<file path="config.mk">
export PLATFORM = sky130hd
export DESIGN_NAME = key_loader_rll16
export DESIGN_NICKNAME = d
export VERILOG_FILES = /design/src/rtl/key_loader_rll16.sv
export SDC_FILE = /design/constraint.sdc
export NUM_CORES = 1
export LEC_CHECK = 0
export CAP_MARGIN = 15
export CELL_PAD_IN_SITES_DETAIL_PLACEMENT = 0
export CELL_PAD_IN_SITES_GLOBAL_PLACEMENT = 1
export CORE_ASPECT_RATIO = 0.7
export CORE_MARGIN = 2
export CORE_UTILIZATION = 42
export DETAILED_ROUTE_END_ITERATION = 8
export PLACE_DENSITY_LB_ADDON = 0.05
export SLEW_MARGIN = 40
export SYNTH_ARGS = -nofsm -noshare
export SYNTH_HDL_FRONTEND = slang
export SYNTH_SLANG_ARGS = --single-unit
export TNS_END_PERCENT = 50
</file>
<file path="constraint.sdc">
create_clock -name clk -period 4.6 [get_ports clk]
set_input_delay 1.38 -clock clk [delete_from_list [all_inputs] [get_ports clk]]
set_output_delay 1.38 -clock clk [all_outputs]
set_load 0.01 [all_outputs]
</file>
<file path="src/rtl/key_loader_rll16.sv">
// Serial key loader: shifts a 16-bit key LSB first into a shadow register,
// optionally checks a trailing even-parity bit, and transfers it to key_out on commit.
module key_loader_rll16 #(
   parameter int KEY_W  = 16,
   parameter bit PAR_EN = 1'b1
) (
   input  logic             clk,
   input  logic             rst,
   input  logic             load_start,
   input  logic             ser_valid,
   input  logic             ser_in,
   input  logic             commit,
   output logic [KEY_W-1:0] key_out,
   output logic             key_ready,
   output logic             busy,
   output logic             err,
   output logic [4:0]       bit_cnt
);

   typedef enum logic [2:0] {
      S_IDLE,
      S_SHIFT,
      S_PARITY,
      S_ARMED,
      S_ERROR
   } state_t;

   state_t           r_state;
   logic [KEY_W-1:0] r_shadow;
   logic [KEY_W-1:0] r_key;
   logic             r_ready;
   logic             r_busy;
   logic             r_err;
   logic [4:0]       r_cnt;

   state_t           w_state_nxt;
   logic [KEY_W-1:0] w_shadow_nxt;
   logic [KEY_W-1:0] w_key_nxt;
   logic             w_ready_nxt;
   logic             w_err_nxt;
   logic [4:0]       w_cnt_nxt;
   logic             w_busy_nxt;

   // load_start takes priority over every state action, including a commit in ARMED
   always_comb begin
      w_state_nxt  = r_state;
      w_shadow_nxt = r_shadow;
      w_key_nxt    = r_key;
      w_ready_nxt  = r_ready;
      w_err_nxt    = r_err;
      w_cnt_nxt    = r_cnt;
      if (load_start) begin
         w_state_nxt  = S_SHIFT;
         w_shadow_nxt = '0;
         w_err_nxt    = 1'b0;
         w_cnt_nxt    = '0;
      end else begin
         case (r_state)
            S_SHIFT: begin
               if (ser_valid) begin
                  w_shadow_nxt[r_cnt[3:0]] = ser_in;
                  w_cnt_nxt                = r_cnt + 5'd1;
                  if (r_cnt == 5'd15)
                     w_state_nxt = PAR_EN ? S_PARITY : S_ARMED;
               end
            end
            S_PARITY: begin
               if (ser_valid) begin
                  if ((^r_shadow) ^ ser_in) begin
                     w_state_nxt = S_ERROR;
                     w_err_nxt   = 1'b1;
                  end else begin
                     w_state_nxt = S_ARMED;
                  end
               end
            end
            S_ARMED: begin
               if (commit) begin
                  w_key_nxt   = r_shadow;
                  w_ready_nxt = 1'b1;
                  w_state_nxt = S_IDLE;
               end
            end
            default: ;
         endcase
      end
      w_busy_nxt = (w_state_nxt == S_SHIFT) || (w_state_nxt == S_PARITY) ||
                   (w_state_nxt == S_ARMED);
   end

   always_ff @(posedge clk) begin
      if (rst) begin
         r_state  <= S_IDLE;
         r_shadow <= '0;
         r_key    <= '0;
         r_ready  <= 1'b0;
         r_busy   <= 1'b0;
         r_err    <= 1'b0;
         r_cnt    <= '0;
      end else begin
         r_state  <= w_state_nxt;
         r_shadow <= w_shadow_nxt;
         r_key    <= w_key_nxt;
         r_ready  <= w_ready_nxt;
         r_busy   <= w_busy_nxt;
         r_err    <= w_err_nxt;
         r_cnt    <= w_cnt_nxt;
      end
   end

   assign key_out   = r_key;
   assign key_ready = r_ready;
   assign busy      = r_busy;
   assign err       = r_err;
   assign bit_cnt   = r_cnt;

endmodule

</file>
==> impl_metrics.csv, run 1 <==
group,metric,value,unit
pwr,powerDensity,274.4,mW/mm²
placed_design,numPortBuffers,29,
die,dieHeight,61.18,µm
critical_path,endpoint_kind,"flip-flop",
global_route,antenna_found_initial,0,
synthesis,synth.distinct_cells,34,
clock_network,cts.clk_slew.worst_paths,80,ps
synthesis,synthAdderAreaFrac,0.03189,
flow_run,maxCapViolCount,0,
global_route,grt_usage,0.1755,
die,ioPinCount,30,
layout,area_growth,20.60,%
layout,layout_commonest_cell,"nand2_1",
synthesis,yosys.area.top_type,"dfxtp_1",
timing,report.final.slew_viol_count,0,
placed_design,place_hpwl,2914,µm
synthesis,synth_edf_count,0,
die,core-area,0.004404,mm²
timing,tns,0,ps
timing,finalHoldViolCount,0,
synthesis,netlist.area_leader.share,0.4388,
clock_network,hold_buffers,0,
synthesis,yosysSeqAreaShare,0.4388,
global_route,grt_max_degree,23,
drt,drcViolationCount,0,
synthesis,synth_mux_area_frac,0.02041,
drt,wl_per_cell,13.29,µm
layout,final_cell_mix,"nand2_1 (57), dfxtp_1 (43), a21oi_1 (31), clkdlybuf4s50_1 (29), nor2_1 (18)",
pwr,p_leak,0.0008338,µW
clock_network,clock-sinks,43,
drt,ant_nets,0,
synthesis,synth_cells,241,
clock_network,cts-buffers-inserted,5,
global_route,grt_pass1_wl,7017,µm
drt,route.top_layer_used,"met4",
clock_network,cts.path.max_buffers,2,
timing,worstMarginPinSlew,574.5,ps
drt,routed_wl,4227,µm
synthesis,synth_area_leaders,"dfxtp_1 (44%), nand2_1 (11%), a21oi_1 (7.9%)",
synthesis,yosys.area_share.simple,0.2430,
synthesis,ys_async_sr_fraction,0,
timing,setup-violations-final,0,
timing,fin_crit_sh,0.6639,
hold_path,hold_class,"flip-flop to flip-flop",
synthesis,synth_ff_type,"dfxtp_1",
layout,final_util,0.5372,
timing,timing.hold.ws,453.8,ps
critical_path,worstPathRequired,4770,ps
clock_network,h-tree-depth,2,
synthesis,synth_fp_nets,252,
global_route,first_global_vias,1466,
timing,skew,3.199,ps
critical_path,path_max_fanout,17,
synthesis,syn_area,0.001962,mm²
timing,max_slew_margin,0.6170,
synthesis,avgSynthCellArea,8.141,µm²
critical_path,crit_arrival,3230,ps
outcome,status,"completed",
drt,wl_met1,2258,µm
critical_path,critPathLaunchType,"input port",
critical_path,reg2reg_slack,2670,ps
synthesis,ys_warn_count,0,
drt,route.vias.total,1590,
die,dieArea,0.005243,mm²
synthesis,ys_seq_elements,43,
drt,wl_met2,1830,µm
clock_network,post_cts_buffers,0,
critical_path,path_class,"input port to flip-flop",
drt,viasPerCell,5.000,
layout,fin_area,0.002366,mm²
pwr,ir_worst_vdd,0.2007,mV
synthesis,synth-compound-area-share,0.1218,
clock_network,worstSkewPairLatency,290,ps
drt,dr_wl_met3,108,µm
timing,clock.fmax,0.3274,GHz
placed_design,gp_congestion,0.7173,
clock_network,tritoncts,"built",
timing,rsz0062_at_grt,"no",
layout,drive_gt1_frac,0.05703,
die,rows,20,
timing,fin_crit,3054,ps
placed_design,place_area,0.002278,mm²
die,floorplan.initialDensity,0.4455,
layout,fin_nets,274,
drt,drtIter0Drc,66,
clock_network,ctsRootBufferMaster,"clkbuf_8",
layout,insertedDiodeCount,0,
global_route,globalRoute.totalOverflow,0,
die,die_x,85.69,µm
synthesis,synth_top_family_by_area,"simple AND/OR/NAND/NOR gates",
pwr,power,649.3,µW
clock_network,cts_resized,0,
layout,nFillCells,438,
synthesis,synth-xor-area-share,0.09566,
drt,firstDrtPassIters,4,
power by group:
group / total, µW / leakage (µW) / internal [µW] / switching (µW)
clock: 241 / 0.0000470 / 118 / 123
combinational: 32.9 / 0.000440 / 14.3 / 18.6
sequential: 376 / 0.000347 / 374 / 2.09
sequential cells by signal, indices dropped and copies added (netlist names):
name,flops
r_state,3
busy,1
key_ready,1
key_out,16
bit_cnt,5
r_shadow,16
err,1
synthesized netlist by cell type (all sizes together), types with 2 or more instances:
cell type	n
o21ai	3
nand3b	2
and2	4
o21a	2
nor2b	3
nand3	16
inv	6
nor2	18
a21oi	31
mux2i	4
buf	3
ha	5
nand2	57
clkbuf	15
dfxtp	43
nor3	2
xor2	2
xnor2	9
xnor3	4
layout make-up:
class / count / area, µm² / area share
tap: 55 / 68.82 / 0.02909
clock buffer: 6 / 82.58 / 0.03490
inverter: 6 / 22.52 / 0.009519
clock inverter: 1 / 5.005 / 0.002115
timing repair buffer: 33 / 320.3 / 0.1354
multi-input combinational: 174 / 1006 / 0.4252
sequential: 43 / 860.8 / 0.3638
logic make-up after synthesis:
| group | count (synthesis) |
|---|---|
| AO/OA/AOI/OAI | 42 |
| AND/OR/NAND/NOR | 108 |
| buffers and inverters | 24 |
| multiplexers | 4 |
| flip-flops | 43 |
| adder cells (fa/ha/maj) | 5 |
| XOR/XNOR | 15 |
worst paths after layout:
check,startpoint,endpoint,depth (start not counted)
max,ser_in,busy,7
min,key_out[4],key_out[4],2
max reg2reg,r_shadow[5],busy,5
min reg2reg,key_out[4],key_out[4],2
through the flow:
stage | std cells | setup slack [ps]
6_report | 318 | 1546
5_1_grt | 318 | 1395
4_1_cts | 318 | 1542
3_5_place_dp | 311 | 1251
3_3_place_gp | 311 | 1264
2_1_floorplan | 241 | 1844
routing by layer:
metal / track usage / vias to the layer above
li1: - / 836
met1: 0.2502 / 728
met2: 0.2690 / 22
met3: 0.04424 / 4
met4: 0.04762 / 0
met5: 0 / -
critical path: stages:
cell and delay (ps):
clkdlybuf4s50_1 460, buf_4 210, xnor2_1 170, xnor2_1 140, xnor3_2 490, a221oi_2 280
a21oi_1 90
No activity file was read; power rests on OpenSTA's default activity.
==> run 2: changes to the inputs <==
CORE_UTILIZATION = 35   (was 42)
clock period = 2.7 ns   (was 4.6 ns; I/O delays follow)
==> run 2 against run 1 <==
Critical path depth unchanged. Worst hold slack about the same. Cell area rose by 4.0%. Total power grew 77%. Sequential power grew 70%. Global-route usage decreased by 1.1 points. Largest power group unchanged. Highest routed layer unchanged.
==> impl_metrics.csv, run 2 (synthesis results as in run 1) <==
group,metric,value,unit
outcome,status,"completed",
clock_network,cts.path.max_buffers,2,
layout,area_growth,25.38,%
layout,multiInputGateArea,0.001006,mm²
hold_path,hold_end,"key_out[2]",
clock_network,tritoncts,"built",
pwr,switchingPower,252.3,µW
timing,clock.fmax,0.4156,GHz
drt,route.vias.total,1618,
pwr,p_leak,0.0008789,µW
clock_network,ctsRootBufferMaster,"clkbuf_8",
global_route,grt_max_degree,22,
layout,instances_no_fill,344,
drt,drtIter0Drc,88,
die,dieHeight,66.64,µm
die,ioPinCount,30,
critical_path,r2r_end,"busy",
critical_path,path_max_fanout,8,
pwr,powerDensity,467.2,mW/mm²
layout,layout_commonest_cell,"nand2_1",
flow_run,maxCapViolCount,0,
layout,insertedDiodeCount,0,
layout,regArea,860.8,µm²
global_route,globalRoute.totalOverflow,0,
global_route,antenna_found_initial,0,
die,dieArea,0.006230,mm²
timing,tns,0,ps
global_route,grt_usage,0.1647,
hold_path,hold_class,"flip-flop to flip-flop",
placed_design,gp_congestion,0.7863,
critical_path,endpoint_kind,"flip-flop",
hold_path,hold_path_depth,2,
pwr,swShare,0.2196,
placed_design,post-place-cells,336,
placed_design,place_hpwl,3268,µm
pwr,sequentialPowerShare,0.557,
critical_path,critPathLaunchType,"input port",
pwr,power.internal,896.8,µW
clock_network,cts-buffers-inserted,5,
critical_path,path_class,"input port to flip-flop",
clock_network,worstSkewPairLatency,290,ps
pwr,ir_worst_vdd,0.2372,mV
critical_path,worstPathRequired,2870,ps
layout,final_cell_mix,"nand2_1 (57), dfxtp_1 (43), a21oi_1 (31), clkdlybuf4s50_1 (29), nor2_1 (18)",
critical_path,reg2reg_depth,5,
drt,routed_wl,4588,µm
global_route,first_global_vias,1523,
clock_network,clock-sinks,43,
clock_network,cts.clk_slew.worst_paths,80,ps
drt,wl_per_cell,13.34,µm
hold_path,min_from,"key_out[2]",
timing,fin_crit_sh,0.8912,
layout,nFillCells,554,
pwr,power_frac_clock,0.391,
clock_network,cts_resized,0,
placed_design,numPortBuffers,29,
critical_path,crit_arrival,2580,ps
drt,viasPerCell,4.703,
timing,skew,3.472,ps
layout,drive_gt1_frac,0.08456,
die,floorplan.initialDensity,0.3693,
drt,ant_nets,0,
global_route,grt_pass1_wl,7755,µm
drt,drcViolationCount,0,
timing,rsz0062_at_grt,"no",
clock_network,hold_buffers,0,
layout,fin_nets,282,
critical_path,timing.rr.start,"r_shadow[6]",
timing,max_slew_margin,0.6565,
timing,setup-violations-final,0,
timing,fin_crit,2406,ps
timing,report.final.slew_viol_count,0,
clock_network,h-tree-depth,2,
timing,finalHoldViolCount,0,
timing,worstMarginPinSlew,514.2,ps
pwr,p_comb_frac,0.052,
die,die_x,93.49,µm
die,core-area,0.005313,mm²
critical_path,reg2reg_slack,760,ps
clock_network,post_cts_buffers,0,
die,rows,22,
drt,firstDrtPassIters,4,
==> run 2: cell count changes in the layout (fill, tap and decap cells not counted) <==
cell	change
clkinv_2	-1
buf_4	+8
clkbuf_8	+1
clkbuf_1	+1
==> run 2: routing by layer <==
metal	GRT usage	up-vias	routed length [µm]
li1	-	850	-
met1	0.2413	735	2471
met2	0.2383	29	1857
met3	0.03846	4	218
met4	0.04963	0	42
met5	0	-	0
==> run 2: power by group through the flow <==
stage | Sequential, µW | Clock (µW) | Combinational, µW
2_1_floorplan | 655 | 0 | 33.1
3_3_place_gp | 656 | 0 | 60.3
3_5_place_dp | 655 | 0 | 60.2
4_1_cts | 640 | 468 | 60.5
5_1_grt | 641 | 496 | 65.7
6_report | 640 | 449 | 59.9
==> run 2: worst max path at each step <==
stage	startpoint	to	slack (ps)	cells past startpoint
after floorplan	ser_in	busy	510	6
after global placement	ser_in	busy	70	6
after detailed placement	ser_valid	r_shadow[15]	20	7
after CTS	ser_valid	r_shadow[15]	310	7
after global routing	ser_valid	r_shadow[15]	140	7
final	ser_valid	r_shadow[15]	290	7
==> run 2: layout make-up <==
type,count,area share
sequential,43,0.3499
clock buffer,8,0.04069
timing repair buffer,41,0.1546
multi-input combinational,174,0.4090
inverter,6,0.009156
tap,72,0.03662
==> run 2: critical path: stages <==
cell and delay (ps):
clkdlybuf4s50_1 530, nor4bb_1 380, buf_4 240, and2_1 250, nand3_1 150, mux2i_1 170, nor2_1 50
==> run 2: stage by stage <==
| step | worst slack, ps | area (µm²) | total power (µW) | utilization | hold WS, ps |
|---|---|---|---|---|---|
| floorplan | 514.1 | 1962 | 688.3 | - | 445.6 |
| global placement | 72.93 | 2360 | 716.0 | 0.4442 | 444.7 |
| detailed placement | 17.42 | 2360 | 715.5 | 0.4442 | 445.9 |
| CTS | 314.1 | 2460 | 1168 | 0.4630 | 457.7 |
| global route | 137.3 | 2460 | 1203 | 0.4630 | 473.0 |
| finish | 293.8 | 2460 | 1149 | 0.4630 | 453.7 |
